`src/rtl/lsu_mem_bridge.sv`:
```
// Load/store bridge from the RV32I core to word-organised data memory.
// Sub-word stores use read-modify-write. Bad accesses get an error response and never reach memory.
module lsu_mem_bridge #(
  parameter int ADDR_WIDTH = 32,
  parameter int DATA_WIDTH = 32
) (
  input  logic                  clk,
  input  logic                  rst_n,
  input  logic                  req_valid,
  output logic                  req_ready,
  input  logic                  req_we,
  input  logic [2:0]            req_funct3,
  input  logic [ADDR_WIDTH-1:0] req_addr,
  input  logic [DATA_WIDTH-1:0] req_wdata,
  output logic                  rsp_valid,
  input  logic                  rsp_ready,
  output logic [DATA_WIDTH-1:0] rsp_rdata,
  output logic                  rsp_err,
  output logic                  mem_re,
  output logic                  mem_we,
  output logic [ADDR_WIDTH-1:0] mem_addr,
  output logic [DATA_WIDTH-1:0] mem_wdata,
  input  logic [DATA_WIDTH-1:0] mem_rdata
);

  typedef enum logic [2:0] {IDLE, ISSUE, WAIT, WRITE, RESP} state_t;

  state_t                state_q, state_d;
  logic                  we_q, we_d;
  logic [2:0]            f3_q, f3_d;
  logic                  err_q, err_d;
  logic [ADDR_WIDTH-1:0] addr_q, addr_d;
  logic [DATA_WIDTH-1:0] wdata_q, wdata_d;
  logic [DATA_WIDTH-1:0] data_q, data_d;
  logic                  is_sw;
  logic                  strobe;

  function automatic logic access_bad(input logic we, input logic [2:0] f3, input logic [1:0] a);
    logic ill;
    logic mis;
    ill = we ? (f3[2] || f3 == 3'b011) : (f3[1:0] == 2'b11 || f3 == 3'b110);
    mis = (f3[1:0] == 2'b01 && a[0]) || (f3[1:0] == 2'b10 && a != 2'b00);
    return ill || mis;
  endfunction

  // f3[2] selects zero extension; f3[1:0] is the access size.
  function automatic logic [DATA_WIDTH-1:0] load_extend(input logic [DATA_WIDTH-1:0] word,
                                                        input logic [1:0] lane,
                                                        input logic [2:0] f3);
    logic [7:0]            b;
    logic [15:0]           h;
    logic [DATA_WIDTH-1:0] r;
    b = word[{lane, 3'b000} +: 8];
    h = lane[1] ? word[31:16] : word[15:0];
    case (f3[1:0])
      2'b00:   r = {{24{b[7] & ~f3[2]}}, b};
      2'b01:   r = {{16{h[15] & ~f3[2]}}, h};
      default: r = word;
    endcase
    return r;
  endfunction

  function automatic logic [DATA_WIDTH-1:0] store_merge(input logic [DATA_WIDTH-1:0] word,
                                                        input logic [DATA_WIDTH-1:0] wd,
                                                        input logic [1:0] lane,
                                                        input logic half);
    logic [DATA_WIDTH-1:0] r;
    r = word;
    if (half) r[{lane[1], 4'b0000} +: 16] = wd[15:0];
    else      r[{lane, 3'b000} +: 8]      = wd[7:0];
    return r;
  endfunction

  assign is_sw = we_q && (f3_q[1:0] == 2'b10);

  always_comb begin
    state_d = state_q;
    we_d    = we_q;
    f3_d    = f3_q;
    err_d   = err_q;
    addr_d  = addr_q;
    wdata_d = wdata_q;
    data_d  = data_q;
    case (state_q)
      IDLE: begin
        if (req_valid) begin
          we_d    = req_we;
          f3_d    = req_funct3;
          addr_d  = req_addr;
          wdata_d = req_wdata;
          data_d  = '0;
          err_d   = access_bad(req_we, req_funct3, req_addr[1:0]);
          state_d = err_d ? RESP : ISSUE;
        end
      end
      ISSUE: state_d = is_sw ? RESP : WAIT;
      WAIT: begin
        data_d  = we_q ? store_merge(mem_rdata, wdata_q, addr_q[1:0], f3_q[0])
                       : load_extend(mem_rdata, addr_q[1:0], f3_q);
        state_d = we_q ? WRITE : RESP;
      end
      WRITE: state_d = RESP;
      RESP:  if (rsp_ready) state_d = IDLE;
      default: state_d = IDLE;
    endcase
  end

  always_ff @(posedge clk or negedge rst_n) begin
    if (!rst_n) begin
      state_q <= IDLE;
      we_q    <= 1'b0;
      f3_q    <= 3'b000;
      err_q   <= 1'b0;
    end else begin
      state_q <= state_d;
      we_q    <= we_d;
      f3_q    <= f3_d;
      err_q   <= err_d;
    end
  end

  // Data registers carry no reset; every output using them is gated by state.
  always_ff @(posedge clk) begin
    addr_q  <= addr_d;
    wdata_q <= wdata_d;
    data_q  <= data_d;
  end

  assign req_ready = (state_q == IDLE);
  assign rsp_valid = (state_q == RESP);
  assign rsp_err   = (state_q == RESP) && err_q;
  assign rsp_rdata = (state_q == RESP && !we_q && !err_q) ? data_q : '0;
  assign mem_re    = (state_q == ISSUE) && !is_sw;
  assign mem_we    = ((state_q == ISSUE) && is_sw) || (state_q == WRITE);
  assign strobe    = mem_re || mem_we;
  assign mem_addr  = strobe ? {addr_q[ADDR_WIDTH-1:2], 2'b00} : '0;
  assign mem_wdata = ((state_q == ISSUE) && is_sw) ? wdata_q :
                     (state_q == WRITE)            ? data_q  : '0;

endmodule

```
`config.mk`:
```
export PLATFORM = sky130hd
export DESIGN_NAME = lsu_mem_bridge
export DESIGN_NICKNAME = d
export VERILOG_FILES = /design/src/rtl/lsu_mem_bridge.sv
export SDC_FILE = /design/constraint.sdc
export NUM_CORES = 1
export LEC_CHECK = 0
export BUFFER_PORTS_ARGS = -buffer_cell sky130_fd_sc_hd__buf_4
export CORE_MARGIN = 10
export CORE_UTILIZATION = 55
export DETAILED_ROUTE_END_ITERATION = 7
export PLACE_DENSITY = 0.95
export SLEW_MARGIN = 30
export SYNTH_ARGS = -nofsm -noshare
export SYNTH_HDL_FRONTEND = slang
export SYNTH_SLANG_ARGS = --single-unit
```
`constraint.sdc`:
```
create_clock -name clk -period 5.2 [get_ports clk]
set_input_delay 1.56 -clock clk [delete_from_list [all_inputs] [get_ports clk]]
set_output_delay 1.56 -clock clk [all_outputs]
set_load 0.01 [all_outputs]
```
=== Yosys cells after proc, flatten, opt, wreduce, memory -nomap -nowiden ===
Index checks and enable logic that the tools add are counted.

* Add/subtract/negate cells: 2
* Equality and inequality tests: 13
* Shift-type cells: 5
* Multiplexer cells: 19
* Bitwise logic cells: 3
* Reduce and logical (&&, ||, !) cells: 24

{| class="wikitable"
|+ Operators by type and width
! cell !! number
|-
| $mux 32 || 7
|-
| $pmux 32 s2 || 2
|-
| $bwmux 32 || 2
|-
| $shift 16x7->32 const A || 1
|-
| $shift 8x7->32 const A || 1
|-
| $shiftx 16x7->32 || 1
|-
| $shiftx 32x6->8 || 1
|-
| $shiftx 8x7->32 || 1
|-
| $mux 16 || 1
|-
| $mux 3 || 5
|-
| $pmux 3 s5 || 1
|-
| $neg 5->7 || 2
|-
| $eq 3x2->1 const B || 3
|-
| $logic_and 1x1->1 || 8
|-
| $eq 2x2->1 const B || 3
|-
| $eq 3x3->1 const B || 2
|-
| $logic_or 1x1->1 || 6
|-
| $reduce_and 2->1 || 3
|-
| $eq 2x1->1 const B || 2
|-
| $reduce_bool 2->1 || 2
|-
| $eq 3x1->1 const B || 1
|-
| $logic_not 1->1 || 3
|-
| $logic_not 3->1 || 1
|-
| $and 1x1->1 || 2
|-
| other kinds (5) || 5
|}

* Flip-flop bits (word level): 104
* Input bits: 104
* Output and inout bits: 101
* Word-level logic and storage cells: 73

=== Logic depth before layout (Yosys ltp) ===
* Word-level depth: 7
* Mapped depth: 9
* Depth with buffers taken out: 6

=== Worst setup path after synthesis ===
Ideal clock, no wire load.

* Path kind: input-to-reg
* From: input port req_valid
* To: register addr_q[0] (enable)
* Library setup time: 0.421 ns
* Data arrival time: 3.010 ns
* Data required time: 4.779 ns
* Path slack: 1.769 ns
* Stages on the path: 2
* Buffers on the path: 0
* Cell sequence: nand2_1 -> inv_1

* Longest elaborated chain between the ends: 1

{| class="wikitable"
|+ RTL lines
! item !! line !! RTL
|-
| start: declaration || 9 || <nowiki>input logic req_valid,</nowiki>
|-
| $reduce_and 2->1 (no source line) || -- ||
|-
| end signal: assignment || 124 || <nowiki>addr_q <= addr_d;</nowiki>
|-
| end: declaration || 32 || <nowiki>logic [ADDR_WIDTH-1:0] addr_q, addr_d;</nowiki>
|}

Every way passes these cells.
A chain may end at the register's enable or synchronous reset.

=== Worst setup path in the final report ===
* From: register f3_q[1]
* To: output port mem_wdata[7]

* Longest elaborated chain between the ends: 4

{| class="wikitable"
|+ RTL lines
! item !! line !! RTL
|-
| start: declaration || 30 || <nowiki>logic [2:0] f3_q, f3_d;</nowiki>
|-
| start signal: assignment || 112 || <nowiki>f3_q <= 3'b000;</nowiki>
|-
| start signal: assignment || 117 || <nowiki>f3_q <= f3_d;</nowiki>
|-
| $eq 2x2->1 || 74 || <nowiki>assign is_sw = we_q && (f3_q[1:0] == 2'b10);</nowiki>
|-
| $logic_and 1x1->1 || 74 ||
|-
| $logic_and 1x1->1 || 137 || <nowiki>assign mem_wdata = ((state_q == ISSUE) && is_sw) ? wdata_q :</nowiki>
|-
| $mux 32 || 137 ||
|-
| end: declaration || 22 || <nowiki>output logic [DATA_WIDTH-1:0] mem_wdata,</nowiki>
|}

Every way passes these cells.

==> results.py <==
metrics = {
    "timing": {
        "finalCritPeriodShare": 0.869,
        "hold_violations": 0,
        "max_freq_mhz": 221,
        "max_slew_margin": 0.350,
        "rsz0062_at_grt": "no",
        "fin_tns_setup_ns": 0,
        "finalSetupViolCount": 0,
        "finalClockSkew_ns": 0.0123,
        "slew_violations": 0,
        "worstMarginPinSlew_ns": 0.974,
        "fin_crit_ns": 4.52,
    },
    "floorplanning": {
        "die_area_um2": 15400,
        "floorplan.initialDensity": 0.571,
        "num_rows": 37,
        "die_h_um": 124,
        "die_w_um": 124,
        "coreArea_um2": 10500,
        "ios": 205,
    },
    "setup_path": {
        "start_kind": "flop",
        "arrival_ns": 2.96,
        "r2r_end": "data_q[27]",
        "critPathSlowestCell": "dfrtp_1",
        "cp-end-kind": "output port",
        "path_depth": 5,
        "cp_cell_sequence": "nand2_1 -> nor4_4 -> buf_12 -> a22o_1 -> buf_4",
        "criticalPathCategory": "reg -> out",
        "r2r_setup_slack_ns": 2.35,
        "worst-endpoint-required_ns": 3.64,
        "r2r_cells": 6,
        "crit_end": "mem_wdata[7]",
        "slowest_delay_ns": 0.99,
        "cp_num_buf_inv": 2,
        "cp_max_fo": 28,
        "cpLargestDelayFamily": "simple AND/OR/NAND/NOR gates",
        "r2r-start": "addr_q[1]",
        "startpoint": "f3_q[1]",
    },
    "grt": {
        "grt_max_degree": 80,
        "grt_pass1_wl_mm": 31.0,
        "grt_overflow": 0,
        "grt_pass1_vias": 5598,
        "antenna_found_initial": 0,
        "grtUsageTotal": 0.249,
    },
    "drt": {
        "drt-total-wl_mm": 20.3,
        "ant_nets": 0,
        "dr.first_iter.drc_count": 773,
        "route.detailed.drc": 0,
        "num_vias": 5578,
        "dr.pass1.iters": 5,
        "wl_per_cell_um": 23.0,
        "vias_per_cell": 6.35,
    },
    "yosys": {
        "yosysWarnings": 0,
        "synth_area_leaders": "edfxtp_1 48%, and2_1 6.6%, mux2i_1 5.2%, nand2_1 4.8%, a22o_1 4.7%",
        "syn_avg_cell_area_um2": 10.6,
        "synthSimpleGateAreaFrac": 0.164,
        "netlist_instances": 562,
        "synth_seq_cells": 104,
        "netlist_area_um2": 5970,
        "synth_xor_area_frac": 0,
        "synth_seq_area_share": 0.516,
        "muxShareOfSynthArea": 0.0620,
        "synth_top_cell_by_area": "edfxtp_1",
        "netlist.area_leader.share": 0.483,
        "synth-adder-area-share": 0.0105,
        "synth_compound_area_frac": 0.195,
        "synth_top_family_by_area": "compound AO/OA/AOI/OAI gates",
        "synthDistinctLibCells": 45,
    },
    "cts": {
        "root_buffer": "clkbuf_8",
        "cts_resized": 0,
        "clk_latency_ns": 0.40,
        "cts.path.max_buffers": 2,
        "clkTransAtPathRegs_ns": 0.09,
        "holdBufCountCts": 0,
        "htree_num_levels": 3,
        "cts_setup_buffers": 0,
        "cts_inserted_buffers": 9,
        "cts_tree": "done",
        "clkSinkCount": 104,
    },
    "placed_design": {
        "place_hpwl_mm": 14.8,
        "dp.cells": 863,
        "place.gp.congestion": 0.912,
        "port_buffers": 202,
    },
    "power": {
        "p_leak_uw": 0.00326,
        "powerDensity_nw_per_um2": 409,
        "peakVddDrop_uv": 448,
    },
    "cells_and_area": {
        "num_antenna_cells": 0,
        "area_delta_synth_final_pct": 29.2,
        "drive_gt1_frac": 0.318,
        "nNetsFinal": 847,
        "post-route-util": 0.737,
        "stdcell_count": 879,
    },
    "job": {
        "cap_violations": 0,
    },
    "status": {
        "status": "completed",
    },
    "worst_hold_path": {
        "worstHoldStart": "err_q",
        "worstHoldPathType": "reg -> reg",
    },
}
## cell families after synthesis
kind of cell	after synthesis
AOI/OAI and AO/OA	162
adders and majority gates	5
buffers and inverters	70
DFF	104
muxes	35
other	1
and+or+nand+nor	185
## worst register-to-register path, delay by kind of cell (launching register included)
| kind | cells | cell delay (ns) |
|---|---|---|
| buf+inv | 2 | 0.95 |
| simple gates | 1 | 0.66 |
| fa+ha+maj | 1 | 0.28 |
| compound gates | 2 | 0.41 |
| flops | 1 | 0.37 |
## cells in the mapped netlist, drive strengths merged
| master | count |
|---|---|
| and2 | 63 |
| and4 | 2 |
| nor2 | 9 |
| nand2b | 3 |
| o221ai | 7 |
| o41ai | 1 |
| mux4 | 1 |
| inv | 21 |
| nand3 | 1 |
| clkinv | 3 |
| mux2i | 31 |
| o21a | 2 |
| a221oi | 24 |
| nor3 | 6 |
| a21o | 2 |
| or2 | 1 |
| or3 | 8 |
| and3 | 2 |
| nor4b | 2 |
| a22o | 32 |
| a221o | 1 |
| a21oi | 10 |
| conb | 1 |
| a22oi | 16 |
| nor4 | 1 |
| nand2 | 76 |
| ha | 5 |
| nor2b | 9 |
| clkbuf | 20 |
| nand4bb | 1 |
| edfxtp | 96 |
| mux2 | 3 |
| o211ai | 8 |
| buf | 26 |
| o21ai | 26 |
| dfrtp | 8 |
| nand3b | 1 |
| o22ai | 33 |
## power breakdown
part | internal [uW] | leakage (uW) | total [uW] | switching, uW
combinational | 493 | 0.00215 | 1210 | 714
sequential | 1220 | 0.00102 | 1490 | 271
clock | 177 | 0.0000906 | 463 | 286
total | 1890 | 0.00326 | 3160 | 1270
## layer usage
metal,part of all wire,track usage,up-vias
li1,-,-,2463
met1,0.35,0.283,2667
met2,0.51,0.420,368
met3,0.097,0.0654,80
met4,0.042,0.127,0
met5,0,0,-
## area by class of cell
type	count	area, um2
sequential	104	3090
fill	725	2750
multi-input combinational	389	2610
timing repair buffer	210	1590
tap	136	170
clock buffer	10	128
inverter	24	91.3
clock inverter	6	45.0
## placed cells by master (no fill, tap or decap), types with 2 or more instances in the layout
cell,count
clkinv_1,3
a221oi_1,24
and4_1,2
nor3_1,5
conb_1,2
o221ai_1,7
a21oi_1,10
edfxtp_1,96
clkbuf_8,9
and2_1,63
mux2i_1,31
o21a_1,2
buf_4,209
nor2_1,8
nor2b_1,9
o22ai_1,33
a22o_1,32
o21ai_0,18
a21o_1,2
clkinv_2,3
o211ai_1,8
nand2b_1,3
inv_1,20
ha_1,5
o21ai_1,8
dfrtp_1,7
clkinv_4,3
a22oi_1,16
nand2_1,76
or3_1,8
## per-stage QoR
stage	instance area, um2	setup slack [ns]	hold WS [ns]	power, uW
after global placement	7530	1.33	0.506	2610
final	7710	0.682	0.542	3160
after global routing	7710	0.559	0.570	3320
after CTS	7710	0.755	0.542	3130
after detailed placement	7540	1.18	0.520	2680
after floorplan	5980	1.77	0.465	2180
## sequential cells by signal, indices dropped and copies added (netlist names)
signal   cells
addr_q      32
data_q      32
err_q        1
f3_q         3
state_q      3
wdata_q     32
we_q         1
## worst min-delay path by stage
stage	to	slack (ns)	cells after the start
global placement	err_q	0.51	1
global route	err_q	0.57	1
finish	err_q	0.54	1
floorplan	err_q	0.47	1
detailed placement	err_q	0.52	1
CTS	err_q	0.54	1
No activity file was read; power rests on OpenSTA's default activity.
